File: src/rtl/ps2_key_decoder.sv
// ============================================================================
// Module   : ps2_key_decoder
// Purpose  : Set-2 scan-code decoder producing held-direction flags and a
//            latched last-key code with a one-cycle new-key strobe.
// Revision : 1.0 - initial release
// ============================================================================
`default_nettype none

module ps2_key_decoder #(
    parameter int TIMEOUT_CYCLES = 1000000,
    parameter int CNT_WIDTH      = 20
) (
    input  logic       clk,
    input  logic       reset,
    input  logic [7:0] rx_data,
    input  logic       rx_valid,
    input  logic       rx_err,
    output logic [3:0] dir_held,
    output logic [7:0] key_code,
    output logic       key_strobe,
    output logic       busy
);

    typedef enum logic [1:0] {
        ST_IDLE    = 2'd0,
        ST_EXT     = 2'd1,
        ST_BRK     = 2'd2,
        ST_EXT_BRK = 2'd3
    } state_t;

    localparam logic [7:0]           C_EXT_PREFIX = 8'hE0;
    localparam logic [7:0]           C_BRK_PREFIX = 8'hF0;
    localparam logic [CNT_WIDTH-1:0] C_TIMER_LAST = CNT_WIDTH'(TIMEOUT_CYCLES - 1);

    state_t               r_state,    w_state_nx;
    logic [3:0]           r_arrow,    w_arrow_nx;
    logic [3:0]           r_wasd,     w_wasd_nx;
    logic [7:0]           r_key_code, w_key_code_nx;
    logic                 r_released, w_released_nx;
    logic                 r_strobe,   w_strobe_nx;
    logic [CNT_WIDTH-1:0] r_timer,    w_timer_nx;

    logic [3:0]           w_arrow_hit;
    logic [3:0]           w_wasd_hit;
    logic                 w_ignored;

    // Bit order [3]=left [2]=right [1]=up [0]=down for both key groups
    always_comb begin
        w_arrow_hit = 4'b0000;
        w_wasd_hit  = 4'b0000;
        w_ignored   = 1'b0;
        case (rx_data)
            8'h6B:   w_arrow_hit = 4'b1000;
            8'h74:   w_arrow_hit = 4'b0100;
            8'h75:   w_arrow_hit = 4'b0010;
            8'h72:   w_arrow_hit = 4'b0001;
            8'h1C:   w_wasd_hit  = 4'b1000;
            8'h23:   w_wasd_hit  = 4'b0100;
            8'h1D:   w_wasd_hit  = 4'b0010;
            8'h1B:   w_wasd_hit  = 4'b0001;
            8'hAA, 8'hFA, 8'hEE, 8'hFE, 8'hFC, 8'h00, 8'hFF, 8'hE1:
                     w_ignored   = 1'b1;
            default: ;
        endcase
    end

    always_comb begin
        w_state_nx    = r_state;
        w_arrow_nx    = r_arrow;
        w_wasd_nx     = r_wasd;
        w_key_code_nx = r_key_code;
        w_released_nx = r_released;
        w_strobe_nx   = 1'b0;
        w_timer_nx    = r_timer;

        if (rx_err) begin
            w_state_nx    = ST_IDLE;
            w_arrow_nx    = 4'b0000;
            w_wasd_nx     = 4'b0000;
            w_released_nx = 1'b1;
            w_timer_nx    = '0;
        end else if (rx_valid) begin
            w_timer_nx = '0;
            case (r_state)
                ST_IDLE: begin
                    if (rx_data == C_EXT_PREFIX) begin
                        w_state_nx = ST_EXT;
                    end else if (rx_data == C_BRK_PREFIX) begin
                        w_state_nx = ST_BRK;
                    end else if (!w_ignored) begin
                        w_wasd_nx = r_wasd | w_wasd_hit;
                        // Same code while still held is typematic repeat
                        if (rx_data != r_key_code || r_released) begin
                            w_key_code_nx = rx_data;
                            w_strobe_nx   = 1'b1;
                            w_released_nx = 1'b0;
                        end
                    end
                end
                ST_EXT: begin
                    if (rx_data == C_BRK_PREFIX) begin
                        w_state_nx = ST_EXT_BRK;
                    end else if (rx_data != C_EXT_PREFIX) begin
                        w_arrow_nx = r_arrow | w_arrow_hit;
                        w_state_nx = ST_IDLE;
                    end
                end
                ST_BRK: begin
                    w_wasd_nx = r_wasd & ~w_wasd_hit;
                    if (rx_data == r_key_code) begin
                        w_released_nx = 1'b1;
                    end
                    w_state_nx = ST_IDLE;
                end
                ST_EXT_BRK: begin
                    w_arrow_nx = r_arrow & ~w_arrow_hit;
                    w_state_nx = ST_IDLE;
                end
                default: w_state_nx = ST_IDLE;
            endcase
        end else if (r_state == ST_IDLE) begin
            w_timer_nx = '0;
        end else if (r_timer == C_TIMER_LAST) begin
            w_state_nx = ST_IDLE;
            w_timer_nx = '0;
        end else begin
            w_timer_nx = r_timer + CNT_WIDTH'(1);
        end
    end

    always_ff @(posedge clk or posedge reset) begin
        if (reset) begin
            r_state    <= ST_IDLE;
            r_arrow    <= 4'b0000;
            r_wasd     <= 4'b0000;
            r_key_code <= 8'h00;
            r_released <= 1'b1;
            r_strobe   <= 1'b0;
            r_timer    <= '0;
        end else begin
            r_state    <= w_state_nx;
            r_arrow    <= w_arrow_nx;
            r_wasd     <= w_wasd_nx;
            r_key_code <= w_key_code_nx;
            r_released <= w_released_nx;
            r_strobe   <= w_strobe_nx;
            r_timer    <= w_timer_nx;
        end
    end

    assign dir_held   = r_arrow | r_wasd;
    assign key_code   = r_key_code;
    assign key_strobe = r_strobe;
    assign busy       = (r_state != ST_IDLE);

endmodule

`default_nettype wire
File: config.mk
export PLATFORM = sky130hd
export DESIGN_NAME = ps2_key_decoder
export DESIGN_NICKNAME = d
export VERILOG_FILES = /design/src/rtl/ps2_key_decoder.sv
export SDC_FILE = /design/constraint.sdc
export NUM_CORES = 1
export LEC_CHECK = 0
export ABC_AREA = 1
export ABC_CLOCK_PERIOD_IN_PS = 2500
export CORE_MARGIN = 4
export CORE_UTILIZATION = 45
export DETAILED_ROUTE_END_ITERATION = 16
export PLACE_DENSITY = 0.68
export SLEW_MARGIN = 10
export SYNTH_ARGS = -nofsm -noshare
export SYNTH_HDL_FRONTEND = slang
export SYNTH_SLANG_ARGS = --single-unit
File: constraint.sdc
create_clock -name clk -period 2.5 [get_ports clk]
set_clock_uncertainty 0.15 [all_clocks]
set_input_delay 0.5 -clock clk [delete_from_list [all_inputs] [get_ports clk]]
set_output_delay 0.5 -clock clk [all_outputs]
set_load 0.02 [all_outputs]
-- Word-level counts from Yosys, hierarchy flattened
Index checks and enable logic that the tools add are counted.
- flip-flop bits (word level): 40
- bits of input ports: 12
- output and inout port bits: 14
- word-level logic and storage cells: 110
- $add $sub $neg: 1
- equality and inequality tests: 34
- multiplexer cells: 42
- bitwise logic cells: 11
- reduce and logical (&&, ||, !) cells: 15
- operators by type and width (cell ; count):
    20-bit two-way mux ; 4
    8-bit == test, second input constant ; 9
    4-bit two-way mux ; 9
    8-bit by 7-bit == test with 1-bit output, second input constant ; 4
    4-bit case mux with 4 select lines ; 2
    8-bit by 5-bit == test with 1-bit output, second input constant ; 3
    3-bit inequality test, second input constant ; 8
    20-bit by 1-bit adder with 20-bit output, second input constant ; 1
    20-bit == test, second input constant ; 1
    2-bit two-way mux ; 8
    4-bit case mux with 2 select lines ; 2
    1-bit two-way mux ; 15
    7-bit AND reduction ; 2
    4-bit OR ; 3
    3-bit nonzero test ; 3
    4-bit bitwise AND ; 2
    8-bit by 6-bit == test with 1-bit output, second input constant ; 1
    8-bit == test ; 1
    8-bit zero test ; 1
    8-bit inequality test ; 1
    8-bit inequality test, second input constant ; 1
    4-bit NOT ; 2
    4-bit AND reduction ; 2
    8-bit OR reduction ; 1
    12 further kinds ; 17

-- Depth between registers and ports, before layout
Gate-level depths: netlist (run 1).
- depth after elaboration: 9
- depth in mapped cells: 12
- mapped depth without buffers: 11

-- Least setup slack after synthesis (run 1)
OpenSTA, ideal clock, no wires.
- path type: input -> register
- start point: input rx_data[2]
- end point: register r_key_code[3] (netlist: key_code[3])
- setup time: 118 ps
- data arrival time: 1577 ps
- required time: 2232 ps
- setup slack: 656 ps
- stages on the path: 11
- path buffers: 1
- cells stage by stage: buf_4 -> nand2_1 -> nor2_1 -> nand2_1 -> nand2_1 -> nor2_4 -> nand2_2 -> nor3_4 -> nand2_4 -> nand2_1 -> nand2_1
- cells in the longest elaborated chain, start to end: 5
- elaborated cells on any way between the ends: 18
- classes of those cells: eq/ne: 10; mux: 1; bitwise: 3; reduce/logical: 4
- RTL lines (item ; RTL line ; text):
    from (decl) ; 15 ; input logic [7:0] rx_data,
    8-bit == test / 8-bit zero test (equally long branches) ; 52 ; case (rx_data)
    8-bit OR reduction ; 52 ;
    1-bit two-way mux ; 52 ;
    1-bit NOT (no line) ; n/a ;
    7-bit AND reduction (no line) * ; n/a ;
    to (signal assigned) ; 144 ; r_key_code <= w_key_code_nx;
    to (decl) ; 38 ; logic [7:0] r_key_code, w_key_code_nx;
Every way passes the cells marked *; elsewhere a longest branch is shown, timed or not.
A chain may end at the register's enable or synchronous reset.

-- Worst setup path in the final report (run 1)
- start point: register r_state[1]
- end point: output busy
- cells in the longest elaborated chain, start to end: 1
- RTL lines (item ; RTL line ; text):
    from (decl) ; 35 ; state_t r_state, w_state_nx;
    from (signal assigned) ; 141 ; r_state <= w_state_nx;
    2-bit nonzero test ; 154 ; assign busy = (r_state != ST_IDLE);
    to (decl) ; 21 ; output logic busy
No other way between the ends.

==> summary.md, run 1 <==
### Run status
• run status: completed

### Synthesis
• synthesized flop and latch total: 40
• nets in the synthesized netlist: 366
• number of unique standard cell types used by synthesis: 30
• sequential-to-total area share from yosys stat: 40.5%
• largest cells by area after synthesis: sky130_fd_sc_hd__dfrtp_1, sky130_fd_sc_hd__nand2_1, sky130_fd_sc_hd__nor2_1
• share of flip-flops with an asynchronous set or reset after synthesis: 100%
• commonest register cell after synthesis: sky130_fd_sc_hd__dfrtp_1
• Cells after Synth: 353
• most common cell in the netlist: sky130_fd_sc_hd__nand2_1
• list of most frequent post-synthesis cells: sky130_fd_sc_hd__nand2_1, sky130_fd_sc_hd__nor2_1, sky130_fd_sc_hd__inv_1
• largest area contributor in the netlist: sky130_fd_sc_hd__dfrtp_1
• mean post-synth cell area: 7.01 sq um
• number of synthesized flops with an enable pin: 0
• synthesis warning total: 0
• fraction of synthesized cell area taken by the top area cell type: 39.4%
• summed instance area of the synthesized netlist: 2480 sq um

### Timing
• highest clock frequency the design can meet: 435 MHz
• share of the clock period used by the worst path: 92.0%
• Relative slew margins: 67.5%
• Setup WS post-layout: 0.201 ns
• count of final max-slew check failures: 0
• Worst Tran Pin Value: 0.488 ns
• hold violation count in the final report: 0
• setup repair after global routing missed its margin: no
• endpoints failing setup: 0
• Final Critical Period: 2.30 ns
• Sum Neg Setup Slack: 0 ns

### Worst setup path
• Data required, critical path: 1.85 ns
• reg-to-reg critical path endpoint: r_timer[16]
• CP max stage delay: 0.55 ns
• reg2reg start: r_timer[0]
• Worst Setup Path Type: reg2out
• arrival time of data at the critical path endpoint: 1.65 ns
• critical path fanouts, max: 5
• setup slack, reg-to-reg: 0.50 ns
• kind of capture point of the worst setup path: primary output
• cell-by-cell listing of the critical path: nor2_1, inv_1, clkdlybuf4s50_1
• family with the most delay on the worst path: buffers and inverters
• Worst path slowest cell: sky130_fd_sc_hd__clkdlybuf4s50_1
• depth of the worst register-to-register path: 9
• nature of the critical path startpoint: flop
• Crit path buffers/inverters: 2

### Clock tree
• Clock Latency Late Sink: 0.29 ns
• clock input transition at the sequential cells of the worst setup and hold paths: 0.08 ns
• Resize count post-CTS: 0
• CTS tree: done
• H-tree lvl count: 2
• post-CTS setup buffer count: 0
• number of buffers created by CTS: 5
• buffer depth of the longest clock path: 2
• clock sink count: 40
• root buffer cell: sky130_fd_sc_hd__clkbuf_8
• count of hold-fix buffers inserted at cts: 0

### Layout
• Nets: 402
• Area growth syn-to-layout: 19.8%
• antenna fix cells: 0
• share of post-route cells with drive strength above 1: 11.3%
• count of non-filler cells in the finished layout: 460
• finished layout cell area: 2970 sq um

### Route
• average vias per placed instance: 4.90
• DR pass1 iterations: 4
• final wirelength: 5250 microns
• detailed router's first-iteration violation count: 123
• mean routed wirelength per cell: 11.4 microns
• routed via count: 2254
• remaining number of nets flagged by the antenna check after routing: 0
• residual DRC count: 0

### Placement
• Worst Setup Slack post-DPL: -0.0160 ns
• total instance count after detailed placement: 452
• GP Congestion: 0.902
• post-placement cell area: 2850 sq um
• Port Buffers: 25
• DPL Wire Length: 4040 microns

### Global routing
• wire length of the first global-routing pass: 9240 microns
• overall track demand over capacity in global routing: 17.7%
• vias in the first global route: 2121
• pin count of the biggest net entering global routing: 41
• antenna violations before repair: 0
• overall overflow remaining after global route: 0

### Min path
• Worst Hold Path EP: r_timer[0]
• Tightest Hold Check Type: reg2reg
• worst hold path startpoint: r_timer[0]
• Hold Path Stages: 1

### Run
• number of maximum-capacitance constraint violations: 0

### Pwr
• leakage: 1.40 nW
• power density normalized to cell area: 539 nW/um^2
• Worst IR Drop VDD: 0.343 mV
• Pwr Total: 1.60 mW

### Floorplan
• die area: 6750 sq um
• initial core utilization: 47.6%
• number of top-level pins: 26
• total core area: 5200 sq um
• placement row count: 26
• width of the die: 82.2 microns
• die outline height: 82.2 microns

-- cells in the final DEF (no fill, tap or decap), types with 5 or more instances in the layout --
cell                              count
sky130_fd_sc_hd__clkdlybuf4s50_1     25
sky130_fd_sc_hd__nand2_2              8
sky130_fd_sc_hd__buf_4               10
sky130_fd_sc_hd__o21ai_0             15
sky130_fd_sc_hd__nor2_1              45
sky130_fd_sc_hd__nor3_1              16
sky130_fd_sc_hd__dfrtp_1             39
sky130_fd_sc_hd__xor2_1               8
sky130_fd_sc_hd__nand4_1              7
sky130_fd_sc_hd__nand2_1             97
sky130_fd_sc_hd__o211ai_1             5
sky130_fd_sc_hd__inv_2                7
sky130_fd_sc_hd__inv_1               41
sky130_fd_sc_hd__clkbuf_8             5
sky130_fd_sc_hd__nand3_1             20
sky130_fd_sc_hd__a21oi_1             18
-- worst register-to-register path, stage by stage, from the launching register on --
cell	delay, ns
sky130_fd_sc_hd__dfrtp_1	0.37
sky130_fd_sc_hd__ha_1	0.20
sky130_fd_sc_hd__nand4_1	0.18
sky130_fd_sc_hd__nor2_1	0.21
sky130_fd_sc_hd__nand2_1	0.12
sky130_fd_sc_hd__nor2_2	0.21
sky130_fd_sc_hd__nand2_1	0.14
sky130_fd_sc_hd__nor2_1	0.14
sky130_fd_sc_hd__o21ai_0	0.08
sky130_fd_sc_hd__a21oi_1	0.12
-- how the worst max path moves through the flow --
stage / start / end / cells past startpoint
after CTS: r_state[1] / busy / 3
after detailed placement: rx_data[0] / key_code[3] / 10
after global routing: r_state[1] / busy / 3
final: r_state[1] / busy / 3
after global placement: rx_data[0] / key_code[7] / 10
after floorplan: rx_data[2] / key_code[3] / 11
-- where the power goes --
group	total, mW	switching [mW]	internal (mW)
clock	0.547	0.246	0.301
sequential	0.720	0.0335	0.687
combinational	0.329	0.190	0.139
-- logic make-up after synthesis --
kind of cell	count (synthesis)	synth area share, %
adder cells (fa/ha/maj)	1	0.505
buffers and inverters	54	8.84
flip-flops	40	40.5
AND/OR/NAND/NOR	205	37.0
XOR/XNOR	9	3.18
AO/OA/AOI/OAI	44	10.0
-- layer usage --
metal / share of wire (%) / GRT usage, %
met5: 0 / 0
met4: 1.1 / 5.65
met3: 4.3 / 3.80
met2: 48 / 30.2
met1: 47 / 22.2
-- area by class of cell --
type | count | area [sq um]
flip-flops and latches | 40 | 1000
clock buffers | 5 | 68.8
fillers | 481 | 2240
repair buffers | 35 | 325
multi-input cells | 259 | 1250
clock inverters | 3 | 46.3
inverters | 48 | 180
well taps | 70 | 87.6
-- registers in the layout, indices dropped and copies added (netlist names) --
signal,count
key_code,8
key_strobe,1
r_arrow,4
r_released,1
r_state,2
r_timer,20
r_wasd,4
-- through the flow --
step | utilization, % | hold WS, ns
after floorplan | - | 0.274
after global placement | 54.8 | 0.292
after detailed placement | 54.8 | 0.296
after CTS | 57.0 | 0.308
after global routing | 57.0 | 0.344
final | 57.0 | 0.312
Power figures use the tool's default switching activity.
==> run 2: changes to the inputs <==
--- a/config.mk
+++ b/config.mk
@@ -10,7 +10,8 @@
 export CORE_MARGIN = 4
 export CORE_UTILIZATION = 45
 export DETAILED_ROUTE_END_ITERATION = 16
-export PLACE_DENSITY = 0.68
+export DONT_BUFFER_PORTS = 1
+export PLACE_DENSITY = 0.62
 export SLEW_MARGIN = 10
 export SYNTH_ARGS = -nofsm -noshare
 export SYNTH_HDL_FRONTEND = slang
==> run 2 against run 1 <==
Sequential share of layout area increased by 3.5 points. Critical path depth grew 5. Non-clock buffer count decreased by 32. Cell area decreased by 9.3%. Cell count down 7.0%. Wire length fell by 0.82%. Sequential power is 5.7% higher. Largest power group unchanged. Worst hold slack got worse by 0.12 ns. Combinational power decreased by 44%. Power shrank 4.5%.
==> summary.md, run 2 (synthesis gave the netlist of run 1 again) <==
### Timing
• Relative slew margins: 70.8%, +3.3 points
• endpoints failing setup: 0, unchanged
• count of final max-slew check failures: 0, unchanged
• hold violation count in the final report: 0, unchanged
• Sum Neg Setup Slack: 0 ns, unchanged
• Setup WS post-layout: 0.560 ns, +0.359 ns
• highest clock frequency the design can meet: 515 MHz, +19%
• share of the clock period used by the worst path: 77.6%, -14 points
• Worst Tran Pin Value: 0.437 ns, -0.0507 ns
• setup repair after global routing missed its margin: no
• Final Critical Period: 1.94 ns, -0.359 ns

### Route
• average vias per placed instance: 5.03, +2.6%
• final wirelength: 5210 microns, -0.82%
• remaining number of nets flagged by the antenna check after routing: 0, unchanged
• residual DRC count: 0, unchanged
• routed via count: 2152, -4.5%
• DR pass1 iterations: 4, unchanged
• detailed router's first-iteration violation count: 115, -6.5%
• mean routed wirelength per cell: 12.2 microns, +6.6%

### Pwr
• Worst IR Drop VDD: 0.292 mV, -15%
• fraction of power consumed by combinational cells: 12.1%, -8.5 points
• internal power: 1.10 mW, -2.2%
• leakage: 1.28 nW, -8.2%
• switching power share of the total: 27.7%, -1.7 points
• sequential share of power: 49.9%, +4.8 points
• P_sw: 423 uW, -10%
• power density normalized to cell area: 567 nW/um^2, +5.3%
• proportion of power drawn by the clock network: 38.0%, +3.7 points
• Pwr Total: 1.53 mW, -4.5%

### Layout
• core utilization of the finished layout: 51.7%, -5.3 points
• count of fill cells added during filler insertion: 535, +11%
• most frequent standard cell in the layout excluding fill and tap cells: sky130_fd_sc_hd__nand2_1
• antenna fix cells: 0, unchanged
• number of flip-flops under the largest register name: 20, unchanged
• share of post-route cells with drive strength above 1: 10.1%, -1.2 points
• register ranked first by flip-flop count: r_timer
• Nets: 370, -8.0%
• Area growth syn-to-layout: 8.59%
• finished layout cell area: 2690 sq um, -9.3%
• commonest cells after routing, fill and taps aside: sky130_fd_sc_hd__nand2_1, sky130_fd_sc_hd__nor2_1, sky130_fd_sc_hd__inv_1, sky130_fd_sc_hd__dfrtp_1, sky130_fd_sc_hd__nand3_1

### Run
• number of maximum-capacitance constraint violations: 0, unchanged

### Min path
• Tightest Hold Check Type: in2reg

### Floorplan
• total core area: 5200 sq um, unchanged
• placement row count: 26, unchanged
• die area: 6750 sq um, unchanged
• die outline height: 82.2 microns, unchanged
• number of top-level pins: 26, unchanged
• width of the die: 82.2 microns, unchanged
• initial core utilization: 47.6%, unchanged

### Placement
• Worst Setup Slack post-DPL: 0.541 ns, +0.557 ns
• post-placement cell area: 2550 sq um, -10%
• DPL Wire Length: 3970 microns, -2.0%
• GP Congestion: 0.835, -7.4%
• Port Buffers: 0, -100%

### Worst setup path
• arrival time of data at the critical path endpoint: 1.97 ns, +0.32 ns
• nature of the critical path startpoint: flop
• critical path fanouts, max: 9, +4
• Data required, critical path: 2.53 ns, +0.68 ns
• kind of capture point of the worst setup path: flop
• Worst Setup Path Type: reg2reg

### Clock tree
• clock sink count: 40, unchanged
• CTS tree: done
• H-tree lvl count: 2, unchanged
• number of buffers created by CTS: 5, unchanged
• post-CTS setup buffer count: 0, unchanged
• buffer depth of the longest clock path: 2, unchanged
• Resize count post-CTS: 0, unchanged
• root buffer cell: sky130_fd_sc_hd__clkbuf_8
• clock input transition at the sequential cells of the worst setup and hold paths: 0.08 ns, about the same
• Clock Latency Late Sink: 0.29 ns, about the same

### Global routing
• pin count of the biggest net entering global routing: 32, -22%
• antenna violations before repair: 0, unchanged
• overall overflow remaining after global route: 0, unchanged
• wire length of the first global-routing pass: 9170 microns, -0.75%
• overall track demand over capacity in global routing: 17.4%, -0.25 points
• vias in the first global route: 2064, -2.7%

### Run status
• run status: completed

[run 2: changes by cell type in the layout (fill, tap and decap cells not counted), sizes merged]
cell	delta
buf	-8
clkbuf	+2
clkdlybuf4s50	-25
clkinvlp	-1
dlygate4sd3	+1
inv	-1
[run 2: power by group through the flow]
stage          Sequential (mW)  Clock (mW)  Combinational [mW]
6_report                 0.761       0.579               0.184
5_1_grt                  0.769       0.620               0.213
4_1_cts                  0.763       0.599               0.188
3_5_place_dp             0.776           0               0.186
3_3_place_gp             0.775           0               0.183
2_1_floorplan            0.765           0               0.160
[run 2: per-layer routing]
metal / vias up / share of wire [%] / track usage [%]
met2: 34 / 49 / 29.6
met4: 0 / 0.81 / 4.49
met1: 983 / 46 / 22.2
li1: 1131 / - / -
met5: - / 0 / 0
met3: 4 / 4.4 / 4.12
[run 2: repair_timing]
item                       in CTS  in global routing
hold buffers                    1                  0
hold endpoints to repair        9                  0
setup endpoints to repair       0                  0
[run 2: worst paths after layout]
| kind | startpoint | endpoint | cells past startpoint | slack, ns |
|---|---|---|---|---|
| worst min register to register | r_timer[0] | r_timer[0] | 1 | 0.30 |
| worst min-delay path | rx_data[4] | key_code[4] | 2 | 0.20 |
| min in group asynchronous | reset | key_code[5] | 2 | 0.50 |
| max in group asynchronous | reset | r_released | 3 | 1.13 |
| worst max register to register | r_state[0] | key_code[1] | 8 | 0.56 |
| worst max-delay path | r_state[0] | key_code[1] | 8 | 0.56 |
[run 2: cell type report]
type | instances | area, sq um | area share, %
Clock buffer | 7 | 96.3 | 3.58
Clock inverter | 1 | 30.0 | 1.12
Inverter | 48 | 180 | 6.70
Multi-Input combinational cell | 259 | 1250 | 46.7
Sequential cell | 40 | 1000 | 37.3
Tap cell | 70 | 87.6 | 3.26
Timing Repair Buffer | 3 | 37.5 | 1.40
[run 2: critical path: stages, from the launching register on]
cell	delay, ns
sky130_fd_sc_hd__dfrtp_1	0.43
sky130_fd_sc_hd__nor2_1	0.24
sky130_fd_sc_hd__nand2_1	0.08
sky130_fd_sc_hd__inv_1	0.12
sky130_fd_sc_hd__nand2_2	0.11
sky130_fd_sc_hd__nor3_4	0.40
sky130_fd_sc_hd__nand2_4	0.16
sky130_fd_sc_hd__nand2_1	0.09
sky130_fd_sc_hd__nand2_1	0.05
[run 2: metrics by stage]
step           cells  hold WS (ns)
6_report         428         0.197
3_3_place_gp     419         0.258
3_5_place_dp     419         0.261
5_1_grt          428         0.193
4_1_cts          428         0.186
2_1_floorplan    353         0.274
